$ cat src/rtl/per_stream_in.sv
// Peripheral-bus input stream: host pushes 16-bit words into a FIFO and the CPU pops them
// through DATA, polls STAT and controls flush/underflow-clear/interrupt-enable through CTRL.
module per_stream_in #(
  parameter logic [14:0] BASE_ADDR = 15'h0110,
  parameter int unsigned DEPTH     = 8,
  parameter int unsigned AW        = 3
) (
  input  logic        mclk,
  input  logic        reset_n,
  input  logic [13:0] per_addr,
  input  logic [15:0] per_din,
  input  logic        per_en,
  input  logic [1:0]  per_we,
  output logic [15:0] per_dout,
  input  logic        in_valid,
  input  logic [15:0] in_data,
  output logic        in_ready,
  output logic        irq
);

  localparam logic [13:0] BASE_W  = BASE_ADDR[14:1];
  localparam logic [AW:0] DEPTH_C = (AW+1)'(DEPTH);

  logic [15:0] mem [DEPTH];
  logic [AW-1:0] wp, rp;
  logic [AW:0]   count, count_nxt;
  logic          undf, ie, ie_nxt;

  logic sel_data, sel_stat, sel_ctrl, rd, ctrl_wr;
  logic flush_wr, uclr_wr, data_rd, pop, push, underflow;
  logic ne, full;
  logic unused_din;

  // Register decode and access qualification
  assign sel_data  = per_en && (per_addr == BASE_W);
  assign sel_stat  = per_en && (per_addr == BASE_W + 14'd1);
  assign sel_ctrl  = per_en && (per_addr == BASE_W + 14'd2);
  assign rd        = per_en && (per_we == 2'b00);
  assign ctrl_wr   = sel_ctrl && per_we[0];
  assign flush_wr  = ctrl_wr && per_din[0];
  assign uclr_wr   = ctrl_wr && per_din[1];
  assign data_rd   = sel_data && rd;
  assign unused_din = ^per_din[15:3];

  assign ne        = (count != '0);
  assign full      = (count == DEPTH_C);
  assign pop       = data_rd && ne;
  assign underflow = data_rd && !ne;
  assign in_ready  = !full && !flush_wr;
  assign push      = in_valid && in_ready;

  assign count_nxt = flush_wr ? '0 : count + (AW+1)'(push) - (AW+1)'(pop);
  assign ie_nxt    = ctrl_wr ? per_din[2] : ie;

  // Combinational read mux; zero whenever nothing is selected for read
  always_comb begin
    per_dout = 16'h0000;
    if (rd) begin
      if (sel_data && ne) per_dout = mem[rp];
      else if (sel_stat)  per_dout = {8'(count), 5'b00000, undf, full, ne};
      else if (sel_ctrl)  per_dout = {13'd0, ie, 2'b00};
    end
  end

  // Pointers, occupancy, sticky underflow and the post-edge interrupt level
  always_ff @(posedge mclk or negedge reset_n) begin
    if (!reset_n) begin
      wp    <= '0;
      rp    <= '0;
      count <= '0;
      undf  <= 1'b0;
      ie    <= 1'b0;
      irq   <= 1'b0;
    end else begin
      count <= count_nxt;
      ie    <= ie_nxt;
      irq   <= ie_nxt && (count_nxt != '0);
      if (flush_wr) begin
        wp <= '0;
        rp <= '0;
      end else begin
        if (push) wp <= wp + AW'(1);
        if (pop)  rp <= rp + AW'(1);
      end
      if (underflow)    undf <= 1'b1;
      else if (uclr_wr) undf <= 1'b0;
    end
  end

  // Storage needs no reset; stale words are never visible past count
  always_ff @(posedge mclk) begin
    if (push) mem[wp] <= in_data;
  end

endmodule

$ cat config.mk
export PLATFORM = sky130hd
export DESIGN_NAME = per_stream_in
export DESIGN_NICKNAME = d
export VERILOG_FILES = /design/src/rtl/per_stream_in.sv
export SDC_FILE = /design/constraint.sdc
export NUM_CORES = 1
export LEC_CHECK = 0
export ABC_AREA = 1
export BUFFER_PORTS_ARGS = -buffer_cell sky130_fd_sc_hd__buf_2
export CELL_PAD_IN_SITES_DETAIL_PLACEMENT = 0
export CELL_PAD_IN_SITES_GLOBAL_PLACEMENT = 1
export CORE_MARGIN = 8
export CORE_UTILIZATION = 50
export DETAILED_ROUTE_END_ITERATION = 6
export PLACE_DENSITY = 0.95
export SYNTH_ARGS = -nofsm -noshare
export SYNTH_HDL_FRONTEND = slang
export SYNTH_SLANG_ARGS = --single-unit
$ cat constraint.sdc
create_clock -name mclk -period 5.5 [get_ports mclk]
set_input_delay 0.275 -clock mclk [delete_from_list [all_inputs] [get_ports mclk]]
set_output_delay 0.275 -clock mclk [all_outputs]
set_load 0.05 [all_outputs]
# Word level (Yosys, flattened, before mapping)
# Memory sizes are Yosys's and may differ from the RTL's.
# Index checks and enable logic that the tools add are counted.
[classes] addsub=4 eq_ne=4 n_mux=14 reduce_logical=23
[op_table] cell="$eq A14 B8 Y1 const B" count=3
[op_table] cell="$mux W16" count=2
[op_table] cell="$mux W3" count=5
[op_table] cell="$logic_and A1 B1 Y1" count=14
[op_table] cell="$mux W12" count=1
[op_table] cell="$reduce_bool A4 Y1" count=2
[op_table] cell="$add A3 B1 Y3 const B" count=2
[op_table] cell="$reduce_bool A2 Y1" count=3
[op_table] cell="$mux W1" count=5
[op_table] cell="$add A4 B1 Y4" count=1
[op_table] cell="$eq A4 B4 Y1 const B" count=1
[op_table] cell="$mux W4" count=1
[op_table] cell="$sub A4 B1 Y4" count=1
[op_table] cell="$logic_not A1 Y1" count=3
[op_table] cell="$logic_not A2 Y1" count=1
[totals] ff_bits=13 ramBits=128 in_bits=52 output_inout_bits=18 memories=1
[mem_list] memory="mem" words=8 word_bits=16 rd=1 rd_ports_with_merged_regs=0 wr=1 line="24" rtl="logic [15:0] mem [DEPTH];"

# Longest topological paths before layout
[depth] word_depth=12 depth_mapped=18 ltp_nobuf=18

# Worst setup path before layout
# OpenSTA, ideal clock, no wires.
[synth_path] path_type="register -> register" start="reg count[2]" end="reg irq" setup_time_ns=0.126 arrival_ns=2.415 t_required_ns=5.374 setup_slack_ns=2.959 path_stages_with_launch=15 period_less_slack_ns=2.541 cell_sequence="dfrtp_1 inv_1 ha_1 nand3_1 nand4_4 clkinv_4 nand2_4 inv_1 ha_1 inv_1 ha_1 fa_1 xor2_1 o21ai_0 a21oi_1"
[synth_between] elab_chain_cells=9
[synth_lines] item="start: declaration" line="26" rtl="logic [AW:0] count, count_nxt;"
[synth_lines] item="start signal: assignment" line="75" rtl="count <= count_nxt;"
[synth_lines] item="$eq A4 B4 Y1" line="46" rtl="assign full = (count == DEPTH_C);"
[synth_lines] item="$logic_not A1 Y1" line="49" rtl="assign in_ready = !full && !flush_wr;"
[synth_lines] item="$logic_and A1 B1 Y1" line="49"
[synth_lines] item="$logic_and A1 B1 Y1" line="50" rtl="assign push = in_valid && in_ready;"
[synth_lines] item="$add A4 B1 Y4" line="52" rtl="assign count_nxt = flush_wr ? '0 : count + (AW+1)'(push) - (AW+1)'(pop);"
[synth_lines] item="$sub A4 B1 Y4 *" line="52"
[synth_lines] item="$mux W4 *" line="52"
[synth_lines] item="$reduce_bool A4 Y1 *" line="77" rtl="irq <= ie_nxt && (count_nxt != '0);"
[synth_lines] item="$logic_and A1 B1 Y1 *" line="77"
[synth_lines] item="end signal: assignment" line="77"
[synth_lines] item="end: declaration" line="18" rtl="output logic irq"
# Mark *: on every way between the ends. The rest lies on a longest branch, timed or not.
# A chain may end at the register's enable or synchronous reset.

# Worst setup path after layout
[layout_path] start="reg rp[0]" end="out per_dout[11]"
[layout_between] elab_chain_cells=3
[layout_lines] item="start: declaration" line="25" rtl="logic [AW-1:0] wp, rp;"
[layout_lines] item="start signal: assignment" line="83" rtl="if (pop) rp <= rp + AW'(1);"
[layout_lines] item="$mem_v2 Z8 W16"
[layout_lines] item="$mux W16" line="59" rtl="if (sel_data && ne) per_dout = mem[rp];"
[layout_lines] item="$mux W16" line="58" rtl="if (rd) begin"
[layout_lines] item="end: declaration" line="14" rtl="output logic [15:0] per_dout,"
# No other way between the ends.

==> reports/metrics.yaml <==
root_buffer: "clkbuf_16"
ys_types: 36
setup.worst_path.end_class: "output port"
ys_ff_latch: 141
grt_overflow_total: 0
vias: 4373
clockPowerShare_pct: 37.2
dieArea_mm2: 0.0164
total_power_w: 0.00299
port_buffers: 56
cts_tree: "yes"
dp_worst_setup_slack_ns: 2.20
final_cell_mix: "128 x edfxtp_1, 120 x nand2_1, 56 x buf_2"
syn_inst: 554
holdWs_ns: 0.114
cts_buffer_depth: 2
worstRegToRegCells: 11
hold_buffers: 1
grt_pass1_vias: 4335
worst_setup_path_start_kind: "flip-flop"
worstSetupPathType: "reg2out"
die-width_um: 128
synth_nets: 615
nets: 666
first_iter_violations: 358
rsz0062_at_grt: "no"
status: "complete, no violations"
cp_max_fo: 67
ir_worst_vdd_uv: 263
final_common_cell: "edfxtp_1"
max-slew-margin-rel_pct: 19.5
cp_slowest_stage_delay_ns: 1.15
setup_ws_ns: 1.69
internal_power_w: 0.00213
pin_count: 70
ctsResizeCount: 0
r2r-start: "count[2]$_DFF_PN0_"
hpwl_um: 8090
ant_nets: 0
cts.clk_slew.worst_paths_ns: 0.06
fin_util_pct: 58.2
synth-edff-count: 128
netSwitchingPower_w: 0.000858
hold_depth: 1
worst_slew_pin_slew_ns: 1.21
wl_um: 14200
clock_skew_ns: 0.00854
post_drt_via_cell_ratio: 5.53
hold_path.class: "in2reg"
syn_avg_cell_area_um2: 11.3
synth_area_mm2: 0.00628
period_needed_ns: 3.81
drc: 0
pwr-share-seq_pct: 47.4
power.density_mw_per_mm2: 412
reg2reg_slack_ns: 2.25
async_reset_ff_share_pct: 9.22
cts_sinks: 141
slew_viol_final: 0
hold_path_end: "mem[2][12]$_DFFE_PP_"
worstPathArrival_ns: 3.53
p_comb_share_pct: 15.4
path_common_cell: "nand2_1"
worstPathRequired_ns: 5.22
grt_pass1_wl_um: 21900
synthFlopType: "edfxtp_1"
cts_setup_buffers: 0
seq_area_frac_synth_pct: 66.3
area_growth_pct: 15.4
worst_path_max_delay_cell: "dfrtp_2"
finalSetupTns_ns: 0
clock_latency_ns: 0.42
finalCritPeriodShare_pct: 69.2
grtUsageTotal_pct: 17.6
row_count: 41
routabilityCongestion: 0.800
hold_start: "in_data[12]"
crit_chain: "inv_2, nand2_1, nand3_1, a21oi_1, or2_0, nand2_1, nand2_1, nor2_1, buf_2"
power_switching_share_pct: 28.7
start_util_pct: 50.4
core-area_mm2: 0.0125
finalHoldViolCount: 0
timing.rr.end: "irq$_DFF_PN0_"
grt_max_degree: 68
ys.warnings.count: 0
drv_cap: 0
dieHeight_um: 128
firstDrtPassIters: 5
fmax_mhz: 263
cts_max_level: 4
avgRoutedWirePerCell_um: 18.0
setup_viol: 0
leakagePower_nw: 2.86
numCtsBuffers: 17
layout-drive-gt1-share_pct: 17.6
antenna_found_initial: 2
## per-layer routing
metal / global-route usage [%] / vias to the layer above / share of wire [%] / routed length, um
met3: 4.28 / 34 / 9.8 / 1400
li1: - / 2050 / - / -
met1: 20.8 / 2039 / 38 / 5410
met2: 29.2 / 248 / 50 / 7080
met4: 9.51 / 2 / 2.3 / 326
met5: 0 / - / 0.070 / 10
## synth_stat cells, types with 8 or more instances
cell | number | area share [%]
a21oi_1 | 52 | 4.1
inv_1 | 40 | 2.4
nand2_1 | 120 | 7.2
nand3_1 | 44 | 3.5
buf_6 | 10 | 1.8
ha_1 | 8 | 1.6
a22oi_1 | 18 | 2.2
dfrtp_1 | 13 | 5.2
buf_2 | 8 | 0.64
nor3_1 | 19 | 1.5
nor2_1 | 41 | 2.4
edfxtp_1 | 128 | 61
o21ai_0 | 11 | 0.88
## flip-flops by register name (all words and copies together) (netlist names)
name and cells:
count 4, rp 3, undf 1, irq 1, ie 1, mem 128, wp 3
## worst max-delay path: cells and delay by family (launching register included)
kind	cells	cell delay, ns
flip-flops	1	1.15
buffers and inverters	2	1.02
AND/OR/NAND/NOR	6	0.76
AO/OA/AOI/OAI	1	0.17
## logic make-up after synthesis
family                   count (synthesis)  share of synthesized area (%)
AO/OA/AOI/OAI                           85                           7.63
XOR/XNOR                                 4                          0.557
adder cells (fa/ha/maj)                  9                           1.91
buffers and inverters                   70                           6.17
flip-flops                             141                           66.3
AND/OR/NAND/NOR                        245                           17.4
## power groups by stage
stage | Clock [W] | Combinational, W | Sequential, W
4_1_cts | 0.00111 | 0.000465 | 0.00141
5_1_grt | 0.00116 | 0.000516 | 0.00143
2_1_floorplan | 0 | 0.000287 | 0.00141
6_report | 0.00111 | 0.000459 | 0.00142
3_5_place_dp | 0 | 0.000459 | 0.00143
3_3_place_gp | 0 | 0.000434 | 0.00142
## layout make-up
class / instances / area (um^2)
Fill cell: 978 / 5210
Sequential cell: 141 / 4170
Multi-Input combinational cell: 343 / 1820
Clock buffer: 18 / 429
Timing Repair Buffer: 59 / 305
Tap cell: 172 / 215
Inverter: 43 / 166
Clock inverter: 14 / 148
Antenna cell: 1 / 2.50
## how the worst max path moves through the flow
stage                     depth (start not counted)          startpoint             to  slack, ns
after floorplan                                  14  count[2]$_DFF_PN0_  irq$_DFF_PN0_       2.96
after global placement                            9   rp[0]$_DFFE_PN0P_   per_dout[11]       2.28
after detailed placement                          9   rp[0]$_DFFE_PN0P_   per_dout[11]       2.20
after CTS                                         9   rp[0]$_DFFE_PN0P_   per_dout[11]       1.72
after global routing                              9   rp[0]$_DFFE_PN0P_   per_dout[11]       1.43
final                                             9   rp[0]$_DFFE_PN0P_   per_dout[11]       1.69
## through the flow
step,cell area [um^2],instances
after CTS,7250,790
after detailed placement,6660,757
after global placement,6660,757
final,7250,791
after global routing,7250,791
after floorplan,6280,554
No activity file was read; power rests on OpenSTA's default activity.
